==> src/rtl/pipe_pkg.sv <==
// pipe_pkg: shared state type and per-stage payload widths and NOP payloads
package pipe_pkg;
  typedef enum logic [1:0] {EMPTY = 2'd0, MAIN = 2'd1, BOTH = 2'd2} pipe_state_t;
  localparam int XLEN = 32;
  localparam int ILEN = 32;
  localparam logic [XLEN-1:0] nop_PC = '0;
  localparam logic [XLEN-1:0] nop_nPC = 32'h0000_0004;
  localparam logic nop_commit = 1'b0;
  localparam logic [ILEN-1:0] nop_instr = 32'h0000_0013;
  localparam int NOP_CORE_W = 2 * XLEN + 1 + ILEN;
  localparam logic [NOP_CORE_W-1:0] nop_core = {nop_PC, nop_nPC, nop_commit, nop_instr};
  localparam int FD_PAYLOAD_W = NOP_CORE_W;
  localparam int DE_PAYLOAD_W = NOP_CORE_W + 2 * XLEN + 5 + 16;
  localparam int EM_PAYLOAD_W = NOP_CORE_W + 2 * XLEN + 5 + 12;
  localparam int MW_PAYLOAD_W = NOP_CORE_W + XLEN + 5;
  // control/operand fields below the core are zero in a bubble
  localparam logic [FD_PAYLOAD_W-1:0] FD_NOP = nop_core;
  localparam logic [DE_PAYLOAD_W-1:0] DE_NOP = {nop_core, {(DE_PAYLOAD_W - NOP_CORE_W){1'b0}}};
  localparam logic [EM_PAYLOAD_W-1:0] EM_NOP = {nop_core, {(EM_PAYLOAD_W - NOP_CORE_W){1'b0}}};
  localparam logic [MW_PAYLOAD_W-1:0] MW_NOP = {nop_core, {(MW_PAYLOAD_W - NOP_CORE_W){1'b0}}};
endpackage

==> src/rtl/pipe_entry.sv <==
// pipe_entry: payload register with load, clear-to-NOP and hold
module pipe_entry #(
  parameter int DATA_W = 256,
  parameter logic [DATA_W-1:0] NOP_VALUE = '0
) (
  input  logic              clk_i,
  input  logic              rst,
  input  logic              clr,
  input  logic              load,
  input  logic [DATA_W-1:0] d,
  output logic [DATA_W-1:0] q
);
  always_ff @(posedge clk_i)
    if (rst || clr) q <= NOP_VALUE;
    else if (load) q <= d;
endmodule

==> src/rtl/pipe_stage_reg.sv <==
// pipe_stage_reg: valid/ready pipeline register with flush, bubbles and optional skid entry
module pipe_stage_reg
  import pipe_pkg::*;
#(
  parameter int DATA_W = 256,
  parameter logic [DATA_W-1:0] NOP_VALUE = '0,
  parameter bit SKID = 1'b1,
  parameter int CNT_W = 16
) (
  input  logic              clk_i,
  input  logic              rst,
  input  logic              flush_i,
  input  logic              in_valid_i,
  output logic              in_ready_o,
  input  logic [DATA_W-1:0] in_data_i,
  output logic              out_valid_o,
  input  logic              out_ready_i,
  output logic [DATA_W-1:0] out_data_o,
  output logic [CNT_W-1:0]  stall_cnt_o,
  output logic [1:0]        occupancy_o
);
  logic in_xfer, out_xfer, valid_q;
  logic main_load, main_clr;
  logic [DATA_W-1:0] main_d;
  assign out_valid_o = valid_q;
  assign in_xfer = in_valid_i & in_ready_o;
  assign out_xfer = valid_q & out_ready_i;
  pipe_entry #(.DATA_W(DATA_W), .NOP_VALUE(NOP_VALUE)) u_main (
    .clk_i(clk_i), .rst(rst), .clr(main_clr), .load(main_load), .d(main_d), .q(out_data_o)
  );
  always_ff @(posedge clk_i)
    if (rst) stall_cnt_o <= '0;
    else if (valid_q && !out_ready_i && stall_cnt_o != {CNT_W{1'b1}}) stall_cnt_o <= stall_cnt_o + 1'b1;
  generate
    if (SKID) begin : g_skid
      pipe_state_t state;
      logic ready_q, skid_load, skid_clr;
      logic [DATA_W-1:0] skid_q;
      assign in_ready_o = ready_q;
      assign occupancy_o = state;
      assign main_load = (in_xfer & ((state == EMPTY) | ((state == MAIN) & out_xfer))) | ((state == BOTH) & out_xfer);
      assign main_d = (state == BOTH) ? skid_q : in_data_i;
      assign main_clr = flush_i | ((state == MAIN) & out_xfer & ~in_xfer);
      assign skid_load = (state == MAIN) & in_xfer & ~out_xfer;
      assign skid_clr = flush_i | ((state == BOTH) & out_xfer);
      pipe_entry #(.DATA_W(DATA_W), .NOP_VALUE(NOP_VALUE)) u_skid (
        .clk_i(clk_i), .rst(rst), .clr(skid_clr), .load(skid_load), .d(in_data_i), .q(skid_q)
      );
      // ready is registered: it only depends on whether both entries are full
      always_ff @(posedge clk_i)
        if (rst || flush_i) begin
          state <= EMPTY;
          valid_q <= 1'b0;
          ready_q <= 1'b1;
        end else begin
          case (state)
            EMPTY: if (in_xfer) begin
              state <= MAIN;
              valid_q <= 1'b1;
            end
            MAIN: if (in_xfer && !out_xfer) begin
              state <= BOTH;
              ready_q <= 1'b0;
            end else if (out_xfer && !in_xfer) begin
              state <= EMPTY;
              valid_q <= 1'b0;
            end
            BOTH: if (out_xfer) begin
              state <= MAIN;
              ready_q <= 1'b1;
            end
            default: begin
              state <= EMPTY;
              valid_q <= 1'b0;
              ready_q <= 1'b1;
            end
          endcase
        end
    end else begin : g_single
      assign in_ready_o = ~valid_q | out_ready_i;
      assign occupancy_o = {1'b0, valid_q};
      assign main_load = in_xfer;
      assign main_d = in_data_i;
      assign main_clr = flush_i | (out_xfer & ~in_xfer);
      always_ff @(posedge clk_i)
        if (rst || flush_i) valid_q <= 1'b0;
        else if (in_xfer) valid_q <= 1'b1;
        else if (out_xfer) valid_q <= 1'b0;
    end
  endgenerate
endmodule

==> config.mk <==
export PLATFORM = sky130hd
export DESIGN_NAME = pipe_stage_reg
export DESIGN_NICKNAME = d
export VERILOG_FILES = /design/src/rtl/pipe_pkg.sv /design/src/rtl/pipe_entry.sv /design/src/rtl/pipe_stage_reg.sv
export SDC_FILE = /design/constraint.sdc
export NUM_CORES = 1
export LEC_CHECK = 0
export BUFFER_PORTS_ARGS = -buffer_cell sky130_fd_sc_hd__buf_2
export CAP_MARGIN = 20
export CORE_MARGIN = 1
export CORE_UTILIZATION = 51
export CTS_CLUSTER_SIZE = 12
export DETAILED_ROUTE_END_ITERATION = 8
export PLACE_DENSITY_LB_ADDON = 0.08
export SLEW_MARGIN = 20
export SYNTH_ARGS = -nofsm -noshare
export SYNTH_HDL_FRONTEND = slang
export SYNTH_HIERARCHICAL = 1
export SYNTH_SLANG_ARGS = --single-unit
==> constraint.sdc <==
create_clock -name clk_i -period 4.3 [get_ports clk_i]
set_clock_uncertainty 0.1 [all_clocks]
set_input_delay 0.43 -clock clk_i [delete_from_list [all_inputs] [get_ports clk_i]]
set_output_delay 0.43 -clock clk_i [all_outputs]
set_load 0.02 [all_outputs]
After elaboration in Yosys (flattened, before gate mapping)
Index checks and enable logic that the tools add are counted.
{"block": "word_totals", "ff_bits": 532, "input_bits": 261, "out_inout_bits": 276}
{"block": "op_classes", "n_addsub": 1, "n_eq_ne": 9, "n_mux": 13, "bitwise_logic": 16, "n_reduce_logical": 14}
{"op": "256-bit two-way mux", "n": 1}
{"op": "16-bit by 1-bit adder with 16-bit output (second input constant)", "n": 1}
{"op": "16-bit != test (second input constant)", "n": 1}
{"op": "1-bit AND", "n": 8}
{"op": "2-bit two-way mux", "n": 4}
{"op": "2-bit != test (second input constant)", "n": 3}
{"op": "1-bit one-hot mux with 3 select lines", "n": 2}
{"op": "2-bit one-hot mux with 3 select lines", "n": 1}
{"op": "3-bit AND reduction", "n": 2}
{"op": "1-bit two-way mux", "n": 5}
{"op": "1-bit logical AND", "n": 4}
{"op": "2-bit by 1-bit != test with 1-bit output (second input constant)", "n": 2}
{"op": "1-bit inverter", "n": 4}
{"op": "1-bit OR", "n": 4}
{"op": "4-bit AND reduction", "n": 1}
{"op": "1-bit logical NOT", "n": 3}
{"op": "1-bit logical OR", "n": 3}
{"op": "3-bit by 1-bit != test with 1-bit output (second input constant)", "n": 1}
{"op": "2-bit by 1-bit equality test with 1-bit output (second input constant)", "n": 1}
{"op": "2-bit equality test (second input constant)", "n": 1}
{"op": "2-bit logical NOT", "n": 1}

Longest topological paths before layout
Gate-level depths: netlist of the first run.
{"block": "logic_depth", "depth_word": 6, "depth_mapped": 11}

Cells and area by module
The synthesis of the first run kept the hierarchy.
{"mod": "pipe_entry", "n_inst": 2, "cells_each": 827, "area_per_inst_um2": 9342.7, "seq_area_each_um2": 5124.9}
{"mod": "pipe_stage_reg", "n_inst": 1, "cells_each": 411, "area_per_inst_um2": 4097.7, "seq_area_each_um2": 400.4}

Worst setup path after synthesis of the first run
No wires, ideal clock.
{"block": "synth_timing", "path_type": "flip-flop to flip-flop", "start": "reg g_skid.state[1], in the netlist occupancy_o[1]", "end": "reg u_main.q[113]", "setup_ns": 0.114, "t_arrival_ns": 2.221, "path_slack_ns": 1.865, "stages_incl_launch_ff": 12, "synth_period_minus_slack_ns": 2.435, "cell_sequence": "dfxtp_1 nor2b_1 clkbuf_1 clkbuf_1 buf_2 a31oi_1 a21oi_1 buf_2 buf_6 buf_4 mux2i_1 nor2_1"}
{"block": "synth_via", "elab_chain_len": 5}
{"item": "start, declared", "line": "pipe_stage_reg.sv:36", "source": "pipe_state_t state;"}
{"item": "start signal, assigned", "line": "pipe_stage_reg.sv:52", "source": "state <= EMPTY;"}
{"item": "start signal, assigned", "line": "pipe_stage_reg.sv:58", "source": "state <= MAIN;"}
{"item": "start signal, assigned", "line": "pipe_stage_reg.sv:62", "source": "state <= BOTH;"}
{"item": "2-bit by 1-bit equality test with 1-bit output", "line": "pipe_stage_reg.sv:41", "source": "assign main_load = (in_xfer & ((state == EMPTY) | ((state == MAIN) & out_xfer))) | ((state == BOTH) & out_xfer ..."}
{"item": "1-bit AND", "line": "pipe_stage_reg.sv:41"}
{"item": "1-bit OR", "line": "pipe_stage_reg.sv:41"}
{"item": "1-bit AND", "line": "pipe_stage_reg.sv:41"}
{"item": "1-bit OR *", "line": "pipe_stage_reg.sv:41"}
{"item": "net main_load", "line": "pipe_stage_reg.sv:23", "source": "logic main_load, main_clr;"}
{"item": "end signal, assigned", "line": "pipe_entry.sv:14", "source": "if (rst || clr) q <= NOP_VALUE;"}
{"item": "end signal, assigned", "line": "pipe_entry.sv:15", "source": "else if (load) q <= d;"}
{"item": "end, declared", "line": "pipe_entry.sv:11", "source": "output logic [DATA_W-1:0] q"}
The timed path passes the listed nets; every way through them passes the cells marked *.
A chain may end at the register's enable or synchronous reset.

Worst setup path in the final report of the first run
{"block": "layout_timing", "start": "reg g_skid.state[1], in the netlist occupancy_o[1]", "end": "reg u_main.q[246]"}
The elaborated chain is that of the path after synthesis.

==> results by group, run 1 <==
Outcome
  – Outcome: finished, final reports clean

Global route
  – Vias in the first global route: 17,300
  – Largest net degree at the start of global routing: around 130
  – Initial antenna violation count: 10
  – GRT overflow: 0
  – Global-route wire length before repair: 93,450 µm
  – Global-route usage over all layers: 25.83%

Power and ir drop
  – PwrDens: 378.1 mW/mm²
  – Internal power: around 0.0085 W
  – Switch share: 23.97%
  – Worst VDD drop: 0.0003191 V
  – Leakage power: about 12 nW
  – Psw: 0.002671 W
  – Part of the power in registers: a little under half
  – Comb power frac: roughly an eighth
  – Clock share of power: 42.4%

Synth
  – Prevailing post-synth register cell: dfxtp_1
  – Syn. warnings: 6
  – Post-synthesis async set-or-reset flop share: 0%
  – Top cells by count, synth: dfxtp_1 (532), nor2_1 (521), mux2i_1 (512)
  – Distinct cells, synth: 46
  – Sequential area share after synthesis: 46.75%
  – #FFs+latches synth: 532
  – Synthesized Nets: roughly 2,300
  – Cell count after synthesis: 2,065
  – EDFF count, synth: 0
  – Most common cell in the netlist: dfxtp_1
  – Cell Area, Synth: 0.02278 mm²
  – Post-synth top area cell: dfxtp_1
  – Share of the synthesized area in the top cell type: a little under half
  – Dominant cells by area after synthesis: dfxtp_1 (47%), mux2i_1 (22%), mux2_2 (13%), nor2_1 (8.6%), buf_8 (2.6%)
  – Synth Area per Inst: 11.03 µm²

Timing
  – Unrepaired setup endpoints after global routing: no
  – Final Hold Viols: 0
  – Slew Limit Headroom: between 30% and 40%
  – Final Max Tran Viols: 0
  – Hold slack: 0.02777 ns
  – Fmax: 331.2 MHz
  – Worst-Margin Slew: around 0.97 ns
  – Tmin final: 3.019 ns
  – Setup violators final: 0
  – Sum Neg Setup Slack: 0 ns
  – Final worst path period share: ~70%

Min path
  – Hold Path Class: input pin to register
  – Hold path start: in_data_i[0]

Setup path
  – Slowest stage delay, CP: 0.60 ns
  – Worst path slowest cell: buf_4
  – Critical-path cell list: nor2b_4, a31oi_1, a21oi_4, buf_4, mux2i_1, nor2_1
  – CP Max Fanout: 33
  – Crit. Startpoint: occupancy_o[1]$_SDFFE_PP0P_
  – CP top delay family: compound AO/OA/AOI/OAI gates
  – Startpoint Class: register
  – Setup CP Type: register to register
  – RR Startpoint: occupancy_o[1]$_SDFFE_PP0P_
  – Flop2flop setup slack: 1.28 ns
  – WP data required: 4.65 ns
  – Setup crit end kind: register
  – WP buf/inv: 1
  – Worst EP arrival: about 3.4 ns

CTS
  – CTS max path bufs: 3
  – Worst-path clk slew: 0.06 ns
  – Postcts setup bufs: 0
  – Cts bufs inserted: 56
  – Clk Latency, worst-skew pair: roughly 0.6 ns
  – CTS tree: done
  – Clk root buf: clkbuf_16
  – H-tree Lvls: 2
  – CTS Sinks: ~530

Final layout
  – Fin nets: 3,058
  – Share of layout cells above drive strength 1: 32.35%
  – Area Overhead vs Synth: 29.36%
  – Flip-flop and latch area: between 0.01 and 0.015 mm²
  – Multi-input gate area: approximately 0.011 mm²
  – Number of fill cells: about 3,500

Route
  – Initial drt markers: 890
  – Final wirelength: 61,360 µm
  – Post-DRT Antenna Nets: 0
  – Wire length per cell: between 15 and 20 µm
  – First-pass DRT Iterations: 5
  – Post-route DRC: 0
  – Vias/cell: 5.058
  – DR vias: 17,410

Die
  – Cell row count: 77
  – Initial cell density of the core: 51.63%
  – I/O pin total: about 540
  – CORE AREA: 0.04412 mm²
  – DIE AREA: ~0.046 mm²
  – Die X: 213.4 µm
  – Die height: 213.4 µm

Flow run
  – Max Cap Viol: 0

Place
  – Placer congestion estimate: approximately 0.80
  – Final HPWL DP: 39,480 µm
  – Buffers added on ports: 536
## power by group through the flow
stage | clock [W] | combinational [W] | sequential [W]
after CTS | 0.00484 | 0.00132 | 0.00509
final | 0.00473 | 0.00132 | 0.00509
after global placement | 0 | 0.00110 | 0.00519
after detailed placement | 0 | 0.00112 | 0.00520
after global routing | 0.00505 | 0.00142 | 0.00510
after floorplan | 0 | 0.000731 | 0.00530
## worst reg2reg max path, cell delays in order (launching register included)
cell	delay, ns
dfxtp_1	0.45
nor2b_4	0.58
a31oi_1	0.23
a21oi_4	0.55
buf_4	0.60
mux2i_1	0.30
nor2_1	0.08
## cells in the final DEF (no fill, tap or decap), types with 9 or more instances in the layout
cell,netlist,final
dlygate4sd3_1,0,254
buf_2,25,536
clkbuf_16,0,57
mux2_2,259,259
dfxtp_1,532,532
diode_2,0,12
mux2i_1,512,512
buf_4,21,19
clkbuf_8,0,10
nor2_1,521,521
buf_12,4,14
clkinv_2,0,9
clkbuf_1,14,21
a21oi_1,11,10
## state kept, by name, summed over array words and instances, names as in the netlist
register	cells
u_main/q	256
in_ready_o	1
occupancy_o	2
g_skid.u_skid/q	256
out_valid_o	1
stall_cnt_o	16
## per-stage QoR
step           cells  setup WS [ns]  power (W)  utilization (%)  instance area (µm²)
2_1_floorplan   2065          1.865   0.006027                -                22780
3_3_place_gp    3076          1.409   0.006293            56.93                25120
3_5_place_dp    3076          1.331   0.006316            56.93                25120
4_1_cts         3430          1.288    0.01125            66.72                29440
5_1_grt         3440          1.105    0.01157            66.78                29470
6_report        3442          1.281    0.01114            66.79                29470
## layout make-up
| type | count | share of cell area, % |
|---|---|---|
| Antenna cell | 12 | 0.1019 |
| Clock buffer | 88 | 5.574 |
| Clock inverter | 12 | 0.4585 |
| Inverter | 2 | 0.02547 |
| Multi-Input combinational cell | 1381 | 36.03 |
| Sequential cell | 532 | 36.14 |
| Tap cell | 592 | 2.513 |
| Timing Repair Buffer | 823 | 19.16 |
## final timing paths
kind                                                    endpoint  cells after the start
worst max-delay path                  u_main/q[246]$_SDFFE_PP0P_                      6
worst min-delay path             g_skid.u_skid/q[0]$_SDFFE_PP0P_                      3
worst max register to register        u_main/q[246]$_SDFFE_PP0P_                      6
worst min register to register  g_skid.u_skid/q[89]$_SDFFE_PP0P_                      2
## logic make-up after synthesis
logic type	Yosys count	share of synthesized area (%)
simple gates	574	10.10
buf+inv	152	6.766
fa+ha+maj	1	0.05491
compound gates	35	1.038
flops	532	46.75
mux	771	35.30
## per-layer routing
metal	vias to the layer above	wire length [µm]	global-route usage (%)
li1	8534	-	-
met1	8288	25870	31.69
met2	478	29210	43.04
met3	109	4215	7.162
met4	0	2054	9.803
met5	-	0	0
## timing repair
action | in CTS | in global routing
endpoints found under the hold margin | 256 | 0
endpoints found under the setup margin | 0 | 0
resized for setup | 0 | 0
hold buffers | 254 | 0
No activity file was read; power rests on OpenSTA's default activity.
==> inputs of run 2 (changes only) <==
Settings changed: ABC_AREA from default to 1.
Clock period 4.3 ns to 2.8 ns, I/O delays scaled along.
==> results by group, run 2 <==
Setup path
  – Startpoint Class: register (unchanged)
  – Most used cell, CP: nand2_1
  – Slowest stage delay, CP: 0.52 ns (was 0.60 ns)
  – RR Startpoint: occupancy_o[0]$_SDFFE_PP0P_ (was occupancy_o[1]$_SDFFE_PP0P_)
  – WP data required: 3.19 ns (was 4.65 ns)
  – WP buf/inv: 3 (was 1)
  – CP top delay family: buffers and inverters (was compound AO/OA/AOI/OAI gates)
  – Crit. Startpoint: occupancy_o[0]$_SDFFE_PP0P_ (was occupancy_o[1]$_SDFFE_PP0P_)
  – Setup crit end kind: register (unchanged)
  – Worst EP arrival: 2.72 ns (was 3.37 ns)
  – Critical-path cell list: nand2_1, inv_1, nand2_1, o21ai_4, buf_16, buf_12, nand2_1, nand2_1, nor2_1 (was nor2b_4, a31oi_1, a21oi_4, buf_4, mux2i_1, nor2_1)
  – Setup CP Type: register to register (unchanged)
  – CP Max Fanout: 59 (was 33)
  – Worst path slowest cell: o21ai_4 (was buf_4)

Route
  – DR vias: 25,300 (was 17,410)
  – Post-DRT Antenna Nets: 0 (unchanged)
  – Wire length per cell: 12.68 µm (was 17.83 µm)
  – Initial drt markers: 1,508 (was 890)
  – First-pass DRT Iterations: 5 (unchanged)
  – Post-route DRC: 0 (unchanged)
  – Vias/cell: 4.475 (was 5.058)
  – Final wirelength: 71,670 µm (was 61,360 µm)

Place
  – Placed cell area: 0.02812 mm² (was 0.02512 mm²)
  – DP Cell Count: 5,275 (was 3,076)
  – Final HPWL DP: 44,840 µm (was 39,480 µm)
  – Placer congestion estimate: 0.8240 (was 0.7978)
  – Buffers added on ports: 536 (unchanged)

Synth
  – EDFF count, synth: 0 (unchanged)
  – Dominant cells by area after synthesis: dfxtp_1 (42%), nand2_1 (27%), nor2_1 (16%), inv_1 (7.9%), buf_2 (3.0%) (was dfxtp_1 (47%), mux2i_1 (22%), mux2_2 (13%), nor2_1 (8.6%), buf_8 (2.6%))
  – #FFs+latches synth: 532 (unchanged)
  – Post-synthesis adder-cell area fraction: 0.04914% (was 0.05492%)
  – Synth Area per Inst: 5.978 µm² (was 11.03 µm²)
  – Compound-Gate Fraction of Synth Area: 0.2998% (was 1.038%)
  – Post-synth top area cell: dfxtp_1 (unchanged)
  – Cell count after synthesis: 4,259 (was 2,065)
  – Most common cell in the netlist: nand2_1 (was dfxtp_1)
  – Share of the synthesized area in the top cell type: 41.83% (was 46.75%)
  – Post-synthesis async set-or-reset flop share: 0% (unchanged)
  – Top cells by count, synth: nand2_1 (1,848), nor2_1 (1,066), inv_1 (534) (was dfxtp_1 (532), nor2_1 (521), mux2i_1 (512))
  – Cell Area, Synth: 0.02546 mm² (was 0.02278 mm²)
  – Prevailing post-synth register cell: dfxtp_1 (unchanged)
  – Distinct cells, synth: 21 (was 46)
  – Main combinational cell family by area after synthesis: simple AND/OR/NAND/NOR gates (was multiplexers)
  – Synth Area in Simple Gates: 43.84% (was 10.10%)
  – Xor/xnor cell area share of the yosys netlist: 0% (unchanged)
  – Synthesized Nets: 4,521 (was 2,327)
  – Sequential area share after synthesis: 41.83% (was 46.75%)
  – Post-synthesis mux area share: 0% (was 35.30%)
  – Syn. warnings: 6 (unchanged)

CTS
  – Clk root buf: clkbuf_16 (unchanged)
  – CTS tree: done (unchanged)
  – Clk Latency, worst-skew pair: 0.61 ns (was 0.60 ns)
  – CTS max path bufs: 3 (unchanged)
  – CTS Sinks: 532 (unchanged)
  – H-tree Lvls: 2 (unchanged)
  – Worst-path clk slew: 0.06 ns (about the same)
  – Cts bufs inserted: 57 (was 56)

Power and ir drop
  – Worst VDD drop: 0.0005601 V (was 0.0003191 V)
  – Clock share of power: 41.4% (was 42.4%)
  – Leakage power: 17.27 nW (was 12.37 nW)
  – Part of the power in registers: 44.2% (was 45.7%)
  – Internal power: 0.01324 W (was 0.008472 W)
  – Switch share: 26.50% (was 23.97%)
  – Psw: 0.004774 W (was 0.002671 W)
  – PwrDens: 551.9 mW/mm² (was 378.1 mW/mm²)
  – Comb power frac: 14.3% (was 11.9%)

Global route
  – GRT overflow: 0 (unchanged)
  – Vias in the first global route: 22,620 (was 17,300)
  – Initial antenna violation count: 17 (was 10)
  – Global-route wire length before repair: 113,700 µm (was 93,450 µm)
  – Global-route usage over all layers: 27.37% (was 25.83%)
  – Largest net degree at the start of global routing: 139 (was 132)

Outcome
  – Outcome: finished, final reports clean (unchanged)

Final layout
  – Area Overhead vs Synth: 28.19% (was 29.36%)
  – Number of fill cells: 4,646 (was 3,536)
  – Commonest non-fill, non-tap cell in the layout: nand2_1 (was buf_2)
  – Non-Filler Instances: 5,654 (was 3,442)
  – Biggest regs: g_skid.u_skid/q x256, u_main/q x256, stall_cnt_o x16 (unchanged)
  – Most frequent cells in the layout: nand2_1 (1,848), nor2_1 (1,065), buf_2 (536), inv_1 (534), dfxtp_1 (532) (was buf_2 (536), dfxtp_1 (532), nor2_1 (521), mux2i_1 (512), mux2_2 (259))
  – Finished layout cell area: 0.03264 mm² (was 0.02947 mm²)
  – Share of layout cells above drive strength 1: 13.91% (was 32.35%)
  – Fin nets: 5,192 (was 3,058)

Die
  – Initial cell density of the core: 51.90% (was 51.63%)
  – DIE AREA: 0.05082 mm² (was 0.04552 mm²)
  – CORE AREA: 0.04905 mm² (was 0.04412 mm²)
  – Cell row count: 81 (was 77)
  – I/O pin total: 537 (unchanged)
  – Die X: 225.4 µm (was 213.4 µm)
  – Die height: 225.4 µm (was 213.4 µm)

Timing
  – Final Hold Viols: 0 (unchanged)
  – Tmin final: 2.328 ns (was 3.019 ns)
  – Setup violators final: 0 (unchanged)
  – Final Max Tran Viols: 0 (unchanged)
  – Slew Limit Headroom: 49.10% (was 35.66%)
  – Fmax: 429.6 MHz (was 331.2 MHz)
  – Unrepaired setup endpoints after global routing: no (unchanged)
  – Hold slack: 0.04512 ns (was 0.02777 ns)
  – Worst-Margin Slew: 0.7635 ns (was 0.9651 ns)
  – Sum Neg Setup Slack: 0 ns (unchanged)
  – Final worst path period share: 83.14% (was 70.21%)

Min path
  – Hold Path Class: input pin to register (unchanged)
  – Hold path start: rst (was in_data_i[0])

Flow run
  – Max Cap Viol: 0 (unchanged)
run 2: power by group through the flow:
| stage | combinational (W) | clock (W) | sequential, W |
|---|---|---|---|
| final | 0.00258 | 0.00746 | 0.00797 |
| after global routing | 0.00289 | 0.00794 | 0.00799 |
| after CTS | 0.00256 | 0.00760 | 0.00797 |
| after detailed placement | 0.00224 | 0 | 0.00813 |
| after global placement | 0.00222 | 0 | 0.00813 |
| after floorplan | 0.00137 | 0 | 0.00832 |
run 2: metrics by stage:
stage                     setup slack, ns  total power, W  util [%]
after floorplan                    0.9078        0.009691         -
after global placement             0.3028         0.01035     57.33
after detailed placement           0.2379         0.01037     57.33
after CTS                          0.2085         0.01813     66.41
after global routing               0.3475         0.01882     66.53
final                              0.4722         0.01801     66.53
run 2: final cells by class:
type                    count  area (µm²)  area share, %
inverters                 537        2023          6.199
clock buffers              91        1757          5.383
multi-input cells        2963       11270          34.54
diodes                     14       35.03         0.1073
well taps                 664       830.8          2.546
flip-flops and latches    532       10650          32.63
clock inverters            14       103.9         0.3182
repair buffers            839        5963          18.27
run 2: worst reg2reg max path, stage by stage (launching register included):
cell	delay (ns)
dfxtp_1	0.44
nand2_1	0.14
inv_1	0.12
nand2_1	0.11
o21ai_4	0.52
buf_16	0.24
buf_12	0.28
nand2_1	0.15
nand2_1	0.08
nor2_1	0.05
run 2: path summary, 6_finish.rpt:
path                                 endpoint  slack, ns  depth (start not counted)
setup reg to reg   u_main/q[147]$_SDFFE_PP0P_       0.47                          9
setup / recovery   u_main/q[147]$_SDFFE_PP0P_       0.47                          9
hold / removal    occupancy_o[1]$_SDFFE_PP0P_       0.05                          4
hold reg to reg    u_main/q[133]$_SDFFE_PP0P_       0.37                          2
run 2: kinds of logic after synthesis:
family | count (synthesis)
and+or+nand+nor | 2948
DFF | 532
AOI/OAI and AO/OA | 14
buffers and inverters | 764
adders and majority gates | 1
run 2: layer usage:
metal	vias to the layer above	wire length, µm	global-route usage, %
met1	10920	32350	36.20
met3	164	4570	4.837
met4	6	2290	10.60
met5	-	37	0
li1	13500	-	-
met2	715	32420	44.26
run 2: timing repair:
item	CTS	global route
hold buffers	259	0
endpoints found under the setup margin	0	0
gates resized for setup	0	0
hold endpoints to repair	504	0
buffers inserted	0	0
